## config.mk

```make
export PLATFORM = sky130hd
export DESIGN_NAME = lutram_fifo_ctrl_flat
export DESIGN_NICKNAME = d
export VERILOG_FILES = /design/src/rtl/lutram_fifo_pkg.sv /design/src/rtl/lutram_fifo_ctrl_if.sv /design/src/rtl/lutram_fifo_mem.sv /design/src/rtl/lutram_fifo_ctrl.sv /design/src/flat_wrapper.sv
export SDC_FILE = /design/constraint.sdc
export NUM_CORES = 1
export LEC_CHECK = 0
export CAP_MARGIN = 20
export CORE_MARGIN = 3
export CORE_UTILIZATION = 30
export CTS_CLUSTER_SIZE = 20
export DETAILED_ROUTE_END_ITERATION = 10
export GPL_TIMING_DRIVEN = 0
export PLACE_DENSITY_LB_ADDON = 0.05
export SYNTH_ARGS = -nofsm -noshare
export SYNTH_HDL_FRONTEND = slang
export SYNTH_HIERARCHICAL = 1
export SYNTH_SLANG_ARGS = --single-unit
```

## constraint.sdc

```tcl
create_clock -name clk -period 10.3 [get_ports clk]
set_clock_uncertainty 0.15 [all_clocks]
set_input_delay 2.575 -clock clk [delete_from_list [all_inputs] [get_ports clk]]
set_output_delay 2.575 -clock clk [all_outputs]
set_load 0.02 [all_outputs]
```

## src/rtl/lutram_fifo_pkg.sv

```systemverilog
`default_nettype none
// ============================================================================
//  Module   : lutram_fifo_pkg
//  Purpose  : Shared sizes, pointer/level types and helpers for the
//             32-entry distributed-RAM FIFO controller.
//  Revision : 1.0  initial release
// ============================================================================
package lutram_fifo_pkg;

    localparam int DEPTH = 32;  // RAM words per bit-slice
    localparam int AW    = 5;   // RAM address width
    localparam int PW    = 6;   // pointer width: address plus wrap bit
    localparam int LW    = 6;   // level width: 0..33

    typedef logic [PW-1:0] ptr_t;
    typedef logic [LW-1:0] level_t;

    // Same RAM address on opposite laps means every slot is occupied.
    function automatic logic ptrs_full(input ptr_t wr, input ptr_t rd);
        return (wr[AW-1:0] == rd[AW-1:0]) && (wr[AW] != rd[AW]);
    endfunction

endpackage : lutram_fifo_pkg
`default_nettype wire

```

## src/rtl/lutram_fifo_ctrl_if.sv

```systemverilog
`default_nettype none
// ============================================================================
//  Module   : lutram_fifo_ctrl_if
//  Purpose  : Write/read handshake and status bundle of the FIFO.
//             master = producer/consumer side, slave = the FIFO itself.
//  Revision : 1.0  initial release
// ============================================================================
interface lutram_fifo_ctrl_if #(
    parameter int WIDTH = 8
) ();
    import lutram_fifo_pkg::*;

    logic             wr_valid;
    logic             wr_ready;
    logic [WIDTH-1:0] wr_data;
    logic             rd_valid;
    logic             rd_ready;
    logic [WIDTH-1:0] rd_data;
    level_t           level;
    logic             afull;
    logic             aempty;

    modport master (
        output wr_valid, wr_data, rd_ready,
        input  wr_ready, rd_valid, rd_data, level, afull, aempty
    );

    modport slave (
        input  wr_valid, wr_data, rd_ready,
        output wr_ready, rd_valid, rd_data, level, afull, aempty
    );

endinterface : lutram_fifo_ctrl_if
`default_nettype wire

```

## src/rtl/lutram_fifo_mem.sv

```systemverilog
`default_nettype none
// ============================================================================
//  Module   : lutram_fifo_mem
//  Purpose  : WIDTH slices of 32x1 dual-port distributed RAM (RAM32X1D
//             behaviour): synchronous write on port A, asynchronous read
//             on DPRA. Contents are never reset.
//  Revision : 1.0  initial release
// ============================================================================
module lutram_fifo_mem
    import lutram_fifo_pkg::*;
#(
    parameter int WIDTH = 8
) (
    input  wire logic             clk,
    input  wire logic             we,
    input  wire logic [AW-1:0]    a,
    input  wire logic [AW-1:0]    dpra,
    input  wire logic [WIDTH-1:0] d,
    output logic      [WIDTH-1:0] dpo
);

    for (genvar i = 0; i < WIDTH; i++) begin : g_slice
        logic [DEPTH-1:0] ram_q;
        logic [DEPTH-1:0] ram_d;

        // Next RAM image: only the addressed cell changes on a write.
        always_comb begin
            ram_d = ram_q;
            if (we) begin
                ram_d[a] = d[i];
            end
        end

        // RAM cells have no reset, matching the LUT primitive.
        always_ff @(posedge clk) begin
            ram_q <= ram_d;
        end

        assign dpo[i] = ram_q[dpra];
    end : g_slice

endmodule : lutram_fifo_mem
`default_nettype wire

```

## src/rtl/lutram_fifo_ctrl.sv

```systemverilog
`default_nettype none
// ============================================================================
//  Module   : lutram_fifo_ctrl
//  Purpose  : 32-entry elastic buffer controller over distributed RAM:
//             pointers, level, almost-full/empty flags and handshakes.
//             Build option LUTRAM_FIFO_OREG_EN adds a registered output
//             stage (capacity 33, write-to-valid latency 2 edges).
//  Revision : 1.0  initial release
// ============================================================================
module lutram_fifo_ctrl
    import lutram_fifo_pkg::*;
#(
    parameter int WIDTH      = 8,
    parameter int AFULL_LVL  = 28,
    parameter int AEMPTY_LVL = 4
) (
    input  wire logic       clk,
    input  wire logic       rst_n,
    input  wire logic       clr,
    lutram_fifo_ctrl_if.slave bus
);

    localparam level_t c_afull_lvl  = level_t'(AFULL_LVL);
    localparam level_t c_aempty_lvl = level_t'(AEMPTY_LVL);

    ptr_t       wr_ptr_q, wr_ptr_d;
    ptr_t       rd_ptr_q, rd_ptr_d;
    level_t     level_q,  level_d;
    logic       afull_q,  afull_d;
    logic       aempty_q, aempty_d;

    logic       ram_full;
    logic       ram_empty;
    logic       wr_fire;      // word accepted into RAM
    logic       ram_rd_fire;  // RAM head leaves (to consumer or output reg)
    logic       out_fire;     // consumer takes a word
    logic [WIDTH-1:0] ram_dpo;

    // Status decoded from registered pointers only: no path from valid/ready.
    assign ram_empty = (wr_ptr_q == rd_ptr_q);
    assign ram_full  = ptrs_full(wr_ptr_q, rd_ptr_q);
    assign wr_fire   = bus.wr_valid & ~ram_full;

`ifdef LUTRAM_FIFO_OREG_EN
    logic             oreg_valid_q, oreg_valid_d;
    logic [WIDTH-1:0] oreg_data_q,  oreg_data_d;

    // Refill the output register whenever it is empty or being drained.
    assign out_fire    = oreg_valid_q & bus.rd_ready;
    assign ram_rd_fire = ~ram_empty & (~oreg_valid_q | bus.rd_ready);

    // Output register next state; flush drops the held word.
    always_comb begin
        oreg_valid_d = oreg_valid_q;
        oreg_data_d  = oreg_data_q;
        if (ram_rd_fire) begin
            oreg_data_d = ram_dpo;
        end
        if (clr) begin
            oreg_valid_d = 1'b0;
        end else if (ram_rd_fire) begin
            oreg_valid_d = 1'b1;
        end else if (out_fire) begin
            oreg_valid_d = 1'b0;
        end
    end

    // Output register state.
    always_ff @(posedge clk or negedge rst_n) begin
        if (!rst_n) begin
            oreg_valid_q <= 1'b0;
            oreg_data_q  <= '0;
        end else begin
            oreg_valid_q <= oreg_valid_d;
            oreg_data_q  <= oreg_data_d;
        end
    end

    assign bus.rd_valid = oreg_valid_q;
    assign bus.rd_data  = oreg_data_q;
`else
    assign out_fire     = ~ram_empty & bus.rd_ready;
    assign ram_rd_fire  = out_fire;
    assign bus.rd_valid = ~ram_empty;
    assign bus.rd_data  = ram_dpo;
`endif

    // Pointer, level and flag next state; flush wins over any transfer.
    always_comb begin
        wr_ptr_d = wr_ptr_q;
        rd_ptr_d = rd_ptr_q;
        level_d  = level_q;
        if (clr) begin
            wr_ptr_d = '0;
            rd_ptr_d = '0;
            level_d  = '0;
        end else begin
            if (wr_fire) begin
                wr_ptr_d = wr_ptr_q + ptr_t'(1);
            end
            if (ram_rd_fire) begin
                rd_ptr_d = rd_ptr_q + ptr_t'(1);
            end
            level_d = level_q + {{(LW-1){1'b0}}, wr_fire}
                              - {{(LW-1){1'b0}}, out_fire};
        end
        afull_d  = (level_d >= c_afull_lvl);
        aempty_d = (level_d <= c_aempty_lvl);
    end

    // Controller state register.
    always_ff @(posedge clk or negedge rst_n) begin
        if (!rst_n) begin
            wr_ptr_q <= '0;
            rd_ptr_q <= '0;
            level_q  <= '0;
            afull_q  <= 1'b0;
            aempty_q <= 1'b1;
        end else begin
            wr_ptr_q <= wr_ptr_d;
            rd_ptr_q <= rd_ptr_d;
            level_q  <= level_d;
            afull_q  <= afull_d;
            aempty_q <= aempty_d;
        end
    end

    assign bus.wr_ready = ~ram_full;
    assign bus.level    = level_q;
    assign bus.afull    = afull_q;
    assign bus.aempty   = aempty_q;

    lutram_fifo_mem #(
        .WIDTH (WIDTH)
    ) u_mem (
        .clk  (clk),
        .we   (wr_fire & ~clr),
        .a    (wr_ptr_q[AW-1:0]),
        .dpra (rd_ptr_q[AW-1:0]),
        .d    (bus.wr_data),
        .dpo  (ram_dpo)
    );

endmodule : lutram_fifo_ctrl
`default_nettype wire

```

## src/flat_wrapper.sv

```systemverilog
// flat-port wrapper written by rule: the top's interface ports become plain ports
module lutram_fifo_ctrl_flat import lutram_fifo_pkg::*;
#(
    parameter int WIDTH      = 8,
    parameter int AFULL_LVL  = 28,
    parameter int AEMPTY_LVL = 4
)
  (clk, rst_n, clr, bus_wr_valid, bus_wr_data, bus_rd_ready, bus_wr_ready, bus_rd_valid, bus_rd_data, bus_level, bus_afull, bus_aempty);
  lutram_fifo_ctrl_if #(.WIDTH(WIDTH)) bus_i ();
  input  wire logic clk;
  input  wire logic rst_n;
  input  wire logic clr;
  input wire logic [$bits(bus_i.wr_valid)-1:0] bus_wr_valid;
  input wire logic [$bits(bus_i.wr_data)-1:0] bus_wr_data;
  input wire logic [$bits(bus_i.rd_ready)-1:0] bus_rd_ready;
  output wire logic [$bits(bus_i.wr_ready)-1:0] bus_wr_ready;
  output wire logic [$bits(bus_i.rd_valid)-1:0] bus_rd_valid;
  output wire logic [$bits(bus_i.rd_data)-1:0] bus_rd_data;
  output wire logic [$bits(bus_i.level)-1:0] bus_level;
  output wire logic [$bits(bus_i.afull)-1:0] bus_afull;
  output wire logic [$bits(bus_i.aempty)-1:0] bus_aempty;
  assign bus_i.wr_valid = bus_wr_valid;
  assign bus_i.wr_data = bus_wr_data;
  assign bus_i.rd_ready = bus_rd_ready;
  assign bus_wr_ready = bus_i.wr_ready;
  assign bus_rd_valid = bus_i.rd_valid;
  assign bus_rd_data = bus_i.rd_data;
  assign bus_level = bus_i.level;
  assign bus_afull = bus_i.afull;
  assign bus_aempty = bus_i.aempty;
  lutram_fifo_ctrl #(.WIDTH(WIDTH), .AFULL_LVL(AFULL_LVL), .AEMPTY_LVL(AEMPTY_LVL)) u_core (.clk(clk), .rst_n(rst_n), .clr(clr), .bus(bus_i));
endmodule
```

# --- Word-level counts from Yosys, hierarchy flattened ---
# Cells that the tools add are included.
totals:
  elab_cells: 66
  regBits: 276
  out_inout_bits: 18
op_classes:
  bitwise: 6
  n_eq_ne: 3
  addsub: 4
  muxes: 31
  magnitude_cmp: 5
  n_reduce_logical: 4
ops:
  columns: ["op", "n"]
  rows:
  - ["bitwise mux 32 bit", 8]
  - ["binary-select mux 1 bit (select 5 bit)", 8]
  - ["two-way mux 6 bit", 5]
  - ["adder 6 x 1 -> 6 bit (second input constant)", 2]
  - ["< comparator 5 x 6 -> 1 bit (second input constant)", 2]
  - ["two-way mux 1 bit", 9]
  - ["adder 6 x 1 -> 6 bit", 1]
  - ["== test 6 bit", 1]
  - [">= comparator 6 x 5 -> 1 bit (second input constant)", 1]
  - ["less-or-equal comparator 6 x 3 -> 1 bit (second input constant)", 1]
  - ["subtractor 6 x 1 -> 6 bit", 1]
  - ["demux 1 bit (select 5 bit)", 1]
  - ["== test 5 bit", 1]
  - [">= comparator 5 x 1 -> 1 bit (second input constant)", 1]
  - ["nonzero test 2 bit", 2]
  - ["bitwise AND 1 bit", 3]
  - ["inverter 1 bit", 3]
  - ["logical AND 1 bit", 2]
  - ["inequality test 1 bit", 1]

# --- Longest topological paths before layout ---
logic_depth:
  ltp_word: 8
  depth_mapped: 14
  mapped_depth_nobuf: 14

# --- By module ---
# Netlist, hierarchy kept.
by_module_without_submodules:
  columns: ["mod", "instances", "cells_each", "seq_area_each_um2", "area_each_um2"]
  rows:
  - ["lutram_fifo_mem", 1, 410, 7687.4, 9910.8]
  - ["lutram_fifo_ctrl", 1, 125, 501.7, 1223.7]

# --- Worst setup path after synthesis ---
# OpenSTA, ideal clock, no wires.
synth_path:
  path_kind: "flip-flop to output port"
  start: "register u_core.rd_ptr_q[2]"
  end: "output port bus_rd_data[0]"
  setup_slack_ns: 5.378
  n_path_buf: 2
  arrival_ns: 2.197
  stages_incl_launch_ff: 6
  t_required_ns: 7.575
  cell_sequence: "dfrtp_1 -> clkbuf_1 -> clkbuf_1 -> mux4_2 -> mux4_2 -> mux2_2"
synth_between:
  elab_chain_cells: 2
synth_lines:
  columns: ["element", "line", "text"]
  rows:
  - ["start: declaration", "lutram_fifo_ctrl.sv:27", "ptr_t rd_ptr_q, rd_ptr_d;"]
  - ["start signal: assignment", "lutram_fifo_ctrl.sv:121", "rd_ptr_q <= rd_ptr_d;"]
  - ["binary-select mux 1 bit (select 5 bit)", "lutram_fifo_mem.sv:39", "assign dpo[i] = ram_q[dpra];"]
  - ["two-way mux 1 bit (implied by the code)", "lutram_fifo_mem.sv:39", null]
  - ["end: declaration", "flat_wrapper.sv:18", "output wire logic [$bits(bus_i.rd_data)-1:0] bus_rd_data;"]
# No other way between the ends. The select of a mux whose other input is x is not followed.

# --- Worst setup path after layout ---
layout_path:
  start: "register u_core.rd_ptr_q[2]"
  end: "output port bus_rd_data[4]"
# The elaborated chain is that of the path after synthesis.

==> results.md <==
* Number of core rows at 69
* Synth Area per Inst at 20.8 µm²
* Clock-pin transition on the worst setup and hold timing paths at approximately 0.06 ns
* Deepest clock path buffer count at 3
* Combinational share of power at between 10% and 20%
* Post-synthesis share of cell area spent on and, or, nand and nor gates at ~3.8%
* Final setup violation count at 0
* Critical Path Source Type: register
* Total number of yosys warnings at 6
* Number of levels in the clock H-tree at 2
* Largest stage delay on the critical path at 0.71 ns
* Gate family responsible for the most delay along the worst path: buffers and inverters
* Sum of net half-perimeters after detailed placement at 18400 µm
* Sequential fraction of the synthesis area at about 74%
* GP Congestion at 0.737
* Compound-cell area share of the yosys netlist at 1.35%
* Most common cell in the netlist: sky130_fd_sc_hd__edfxtp_1
* Overall power of the completed layout at about 2800 µW
* Bufs and invs on worst path at 3
* Fraction of synthesis flops using an asynchronous set or reset pin at 7.25%
* Number of resized instances in the post-cts repair step at 0
* Vias per cell at roughly 4.9
* Switching portion of total power at 23.5%
* Multiplexer area fraction after synthesis at between 10% and 20%
* Number of enable flip-flop cells after synthesis at 256
* Iter 0 DRT Violations at 378
* Detailed-routing iteration count for the pre-antenna-repair pass at 4
* Worst setup path category: reg -> out
* Antenna violations before repair at 0
* Total congestion overflow at 0
* Part of the power in registers at 44.9%
* Count of inserted antenna diode cells at 0
* Maximum number of pins on one net before global-route repair at 33
* Maximum fanout encountered on the critical timing path at 10
* Highest attainable clock frequency at 0.144 GHz
* Clock latency of the later-clocked register in the worst-skew pair at 0.50 ns
* Die footprint at ~39000 µm²
* Number of hold buffers added after cts at 0
* Vertical extent of the die at 199 µm
* Synthesized flop and latch total at roughly 280
* Element type at the critical path end: primary output
* Ports placed on the boundary at 31
* Hold crit path type: reg -> reg
* Sequence of cells on the critical path: clkbuf_1 > buf_1 > mux4_2 > mux4_2 > mux2_2 > clkdlybuf4s50_1
* Largest family of logic cells by synthesized area: multiplexers
* Result of the run: completed
* Post-synthesis net count at between 500 and 600
* Xor-xnor portion of the synthesized cell area at 1.40%
* GRT Util Overall at 14.1%
* Standby leakage power at 0.00415 µW
* Global-route layer with the greatest usage: met2
* Post-Route Hold Slack at about 0.46 ns
* Power Density at 211 nW/µm²
* Most repeated library cell on the critical path: sky130_fd_sc_hd__mux4_2
* Die span in x at 199 µm
* CP Data Arrival Time at 4.24 ns
* Worst slew margin at 34.0%
* Top post-synthesis cells by area: sky130_fd_sc_hd__edfxtp_1 69%, sky130_fd_sc_hd__mux4_2 16%, sky130_fd_sc_hd__dfrtp_1 4.3%
* First-pass GRT wire length at between 30000 and 40000 µm
* Std-Cell Core Area at 36100 µm²
* Required time reported for the critical path endpoint at 7.58 ns
* Unrepaired setup endpoints after global routing: false
* Synth cell count leaders: 256 x sky130_fd_sc_hd__edfxtp_1, 80 x sky130_fd_sc_hd__mux4_2, 47 x sky130_fd_sc_hd__nor2_1
* # clock sinks at 276
* Fraction of layout cells with a size suffix above 1 at 25.9%
* Final hold violations at 0
* Routed Wire Length at 27100 µm
* Synth Cell Area at between 10000 and 15000 µm²
* TritonCTS buffer count at 34
* Total of buffers placed on input and output ports at 30
* Proportion of power drawn by the clock network at between 40% and 50%
* Area grow syn2layout at 19.6%
* Share of synthesized cell area in full adder, half adder and majority cells at 1.08%
* Reg area at 8190 µm²
* Mapped Cells at 535
* Max-slew violation count at 0
* Transition time of the tightest slew-check pin at 0.986 ns
* Slowest cell on crit path: sky130_fd_sc_hd__buf_1
* Via count of the first global-routing pass at 5728
* Global-route track usage on met2 at 21.7%
* Switching component of the power at ~660 µW
* Cell Count, Final, Fillers Out at ~1100
* Worst supply voltage drop on vdd at 0.146 mV
* Final-layout setup total negative slack at 0 ns
* Distinct cell type count of the synthesized netlist at 39
* Multi-input gate area in the final layout at around 2800 µm²
* Met1 track demand over resource at 20.9%
* GR met3 Demand/Resource at under 10%
* Starting Density at 30.9%
* Count of max-cap constraint violations at 0
* Cell type with the largest total area after synthesis: sky130_fd_sc_hd__edfxtp_1
* Layout Nets at between 600 and 700
* Cell at the root of the clock tree: sky130_fd_sc_hd__clkbuf_16
* Wire per inst at 24.7 µm
* DRC violation count after routing at 0
* Power Internal at 2150 µW
* Prevailing post-synth register cell: sky130_fd_sc_hd__edfxtp_1
* Total number of vias at 5371
* TritonCTS clock tree: built
* Final critical-path required period at a little under 7 ns
* Fraction of synthesized cell area taken by the top area cell type at between 60 and 70%
* DRT antenna net count at 0
* Placed cell count at 1032
* Number of filler instances in the final layout at 3330
* Post-CTS setup buffers at 0
* Fraction of the cycle the final worst path needs at 67.6%
## final timing paths
path                                         start             endpoint  slack [ns]  cells after the start
worst max-delay path            u_core/rd_ptr_q[2]       bus_rd_data[4]        3.34                      6
worst min-delay path            u_core/wr_ptr_q[5]   u_core/wr_ptr_q[5]        0.46                      2
worst max register to register  u_core/wr_ptr_q[2]    u_core/bus.aempty        6.41                     14
worst min register to register  u_core/wr_ptr_q[5]   u_core/wr_ptr_q[5]        0.46                      2
max in group asynchronous                    rst_n  u_core/bus.level[3]        6.96                      1
min in group asynchronous                    rst_n   u_core/rd_ptr_q[3]        2.46                      1
## cell usage in the layout (no fill, tap or decap), types with 5 or more instances in the layout
cell / synthesis / routed
sky130_fd_sc_hd__a21oi_1: 12 / 12
sky130_fd_sc_hd__buf_1: 5 / 5
sky130_fd_sc_hd__buf_16: 0 / 5
sky130_fd_sc_hd__buf_6: 6 / 7
sky130_fd_sc_hd__clkbuf_1: 10 / 15
sky130_fd_sc_hd__clkbuf_16: 0 / 37
sky130_fd_sc_hd__clkdlybuf4s50_1: 0 / 30
sky130_fd_sc_hd__clkinv_1: 0 / 10
sky130_fd_sc_hd__dfrtp_1: 19 / 19
sky130_fd_sc_hd__edfxtp_1: 256 / 256
sky130_fd_sc_hd__ha_1: 8 / 8
sky130_fd_sc_hd__inv_1: 9 / 9
sky130_fd_sc_hd__mux2_2: 9 / 9
sky130_fd_sc_hd__mux4_2: 80 / 80
sky130_fd_sc_hd__nand2_1: 8 / 8
sky130_fd_sc_hd__nand3_1: 6 / 6
sky130_fd_sc_hd__nand3b_1: 5 / 5
sky130_fd_sc_hd__nor2_1: 47 / 47
sky130_fd_sc_hd__xnor2_1: 10 / 10
sky130_fd_sc_hd__xor2_1: 6 / 6
## logic make-up after synthesis
group,after synthesis
flip-flops,276
AO/OA/AOI/OAI,23
buffers and inverters,32
AND/OR/NAND/NOR,87
XOR/XNOR,17
multiplexers,91
adder cells (fa/ha/maj),9
## power groups by stage
stage,Combinational (µW),Sequential [µW],Clock [µW]
final,377,1260,1170
after global routing,410,1270,1260
after CTS,383,1260,1210
after global placement,369,1290,0
after floorplan,223,1300,0
after detailed placement,380,1290,0
## per-layer routing
layer  share of wire [%]  vias to the layer above
li1                    -                     2356
met3                 4.3                       35
met1                  48                     2862
met2                  46                      118
met5                   0                        -
met4                 1.7                        0
## layout make-up
type	instances	area share, %
flip-flops and latches	276	61.5
repair buffers	39	3.71
inverters	9	0.254
clock buffers	42	7.09
well taps	461	4.33
plain buffers	23	1.02
clock inverters	20	1.28
multi-input cells	227	20.8
## flip-flops by register name (all words and copies together), names as in the netlist
register / count
u_core/u_mem/g_slice.ram_q: 256
u_core/bus.level: 6
u_core/rd_ptr_q: 6
u_core/wr_ptr_q: 6
u_core/bus.aempty: 1
u_core/bus.afull: 1
## worst reg2reg max path: stages, from the launching register on
cell and delay (ns):
sky130_fd_sc_hd__dfrtp_1 0.55, sky130_fd_sc_hd__xnor2_1 0.44, sky130_fd_sc_hd__nand3_2 0.13, sky130_fd_sc_hd__o21ai_2 0.33, sky130_fd_sc_hd__inv_1 0.08, sky130_fd_sc_hd__ha_1 0.28
sky130_fd_sc_hd__inv_1 0.04, sky130_fd_sc_hd__ha_1 0.18, sky130_fd_sc_hd__inv_1 0.07, sky130_fd_sc_hd__fa_1 0.21, sky130_fd_sc_hd__inv_1 0.05, sky130_fd_sc_hd__a21o_1 0.15
sky130_fd_sc_hd__a21oi_1 0.26, sky130_fd_sc_hd__mux2_2 0.39, sky130_fd_sc_hd__a2111oi_0 0.44
## per-stage QoR
step                      utilization, %  setup WS [ns]  area (µm²)
final                               36.9           3.34       13300
after global routing                36.9           3.17       13300
after CTS                           36.8           3.33       13300
after detailed placement            33.7           3.89       12200
after global placement              33.3           3.87       12000
after floorplan                        -           5.38       11100
Note: power is estimated with default switching activity, not from simulation.
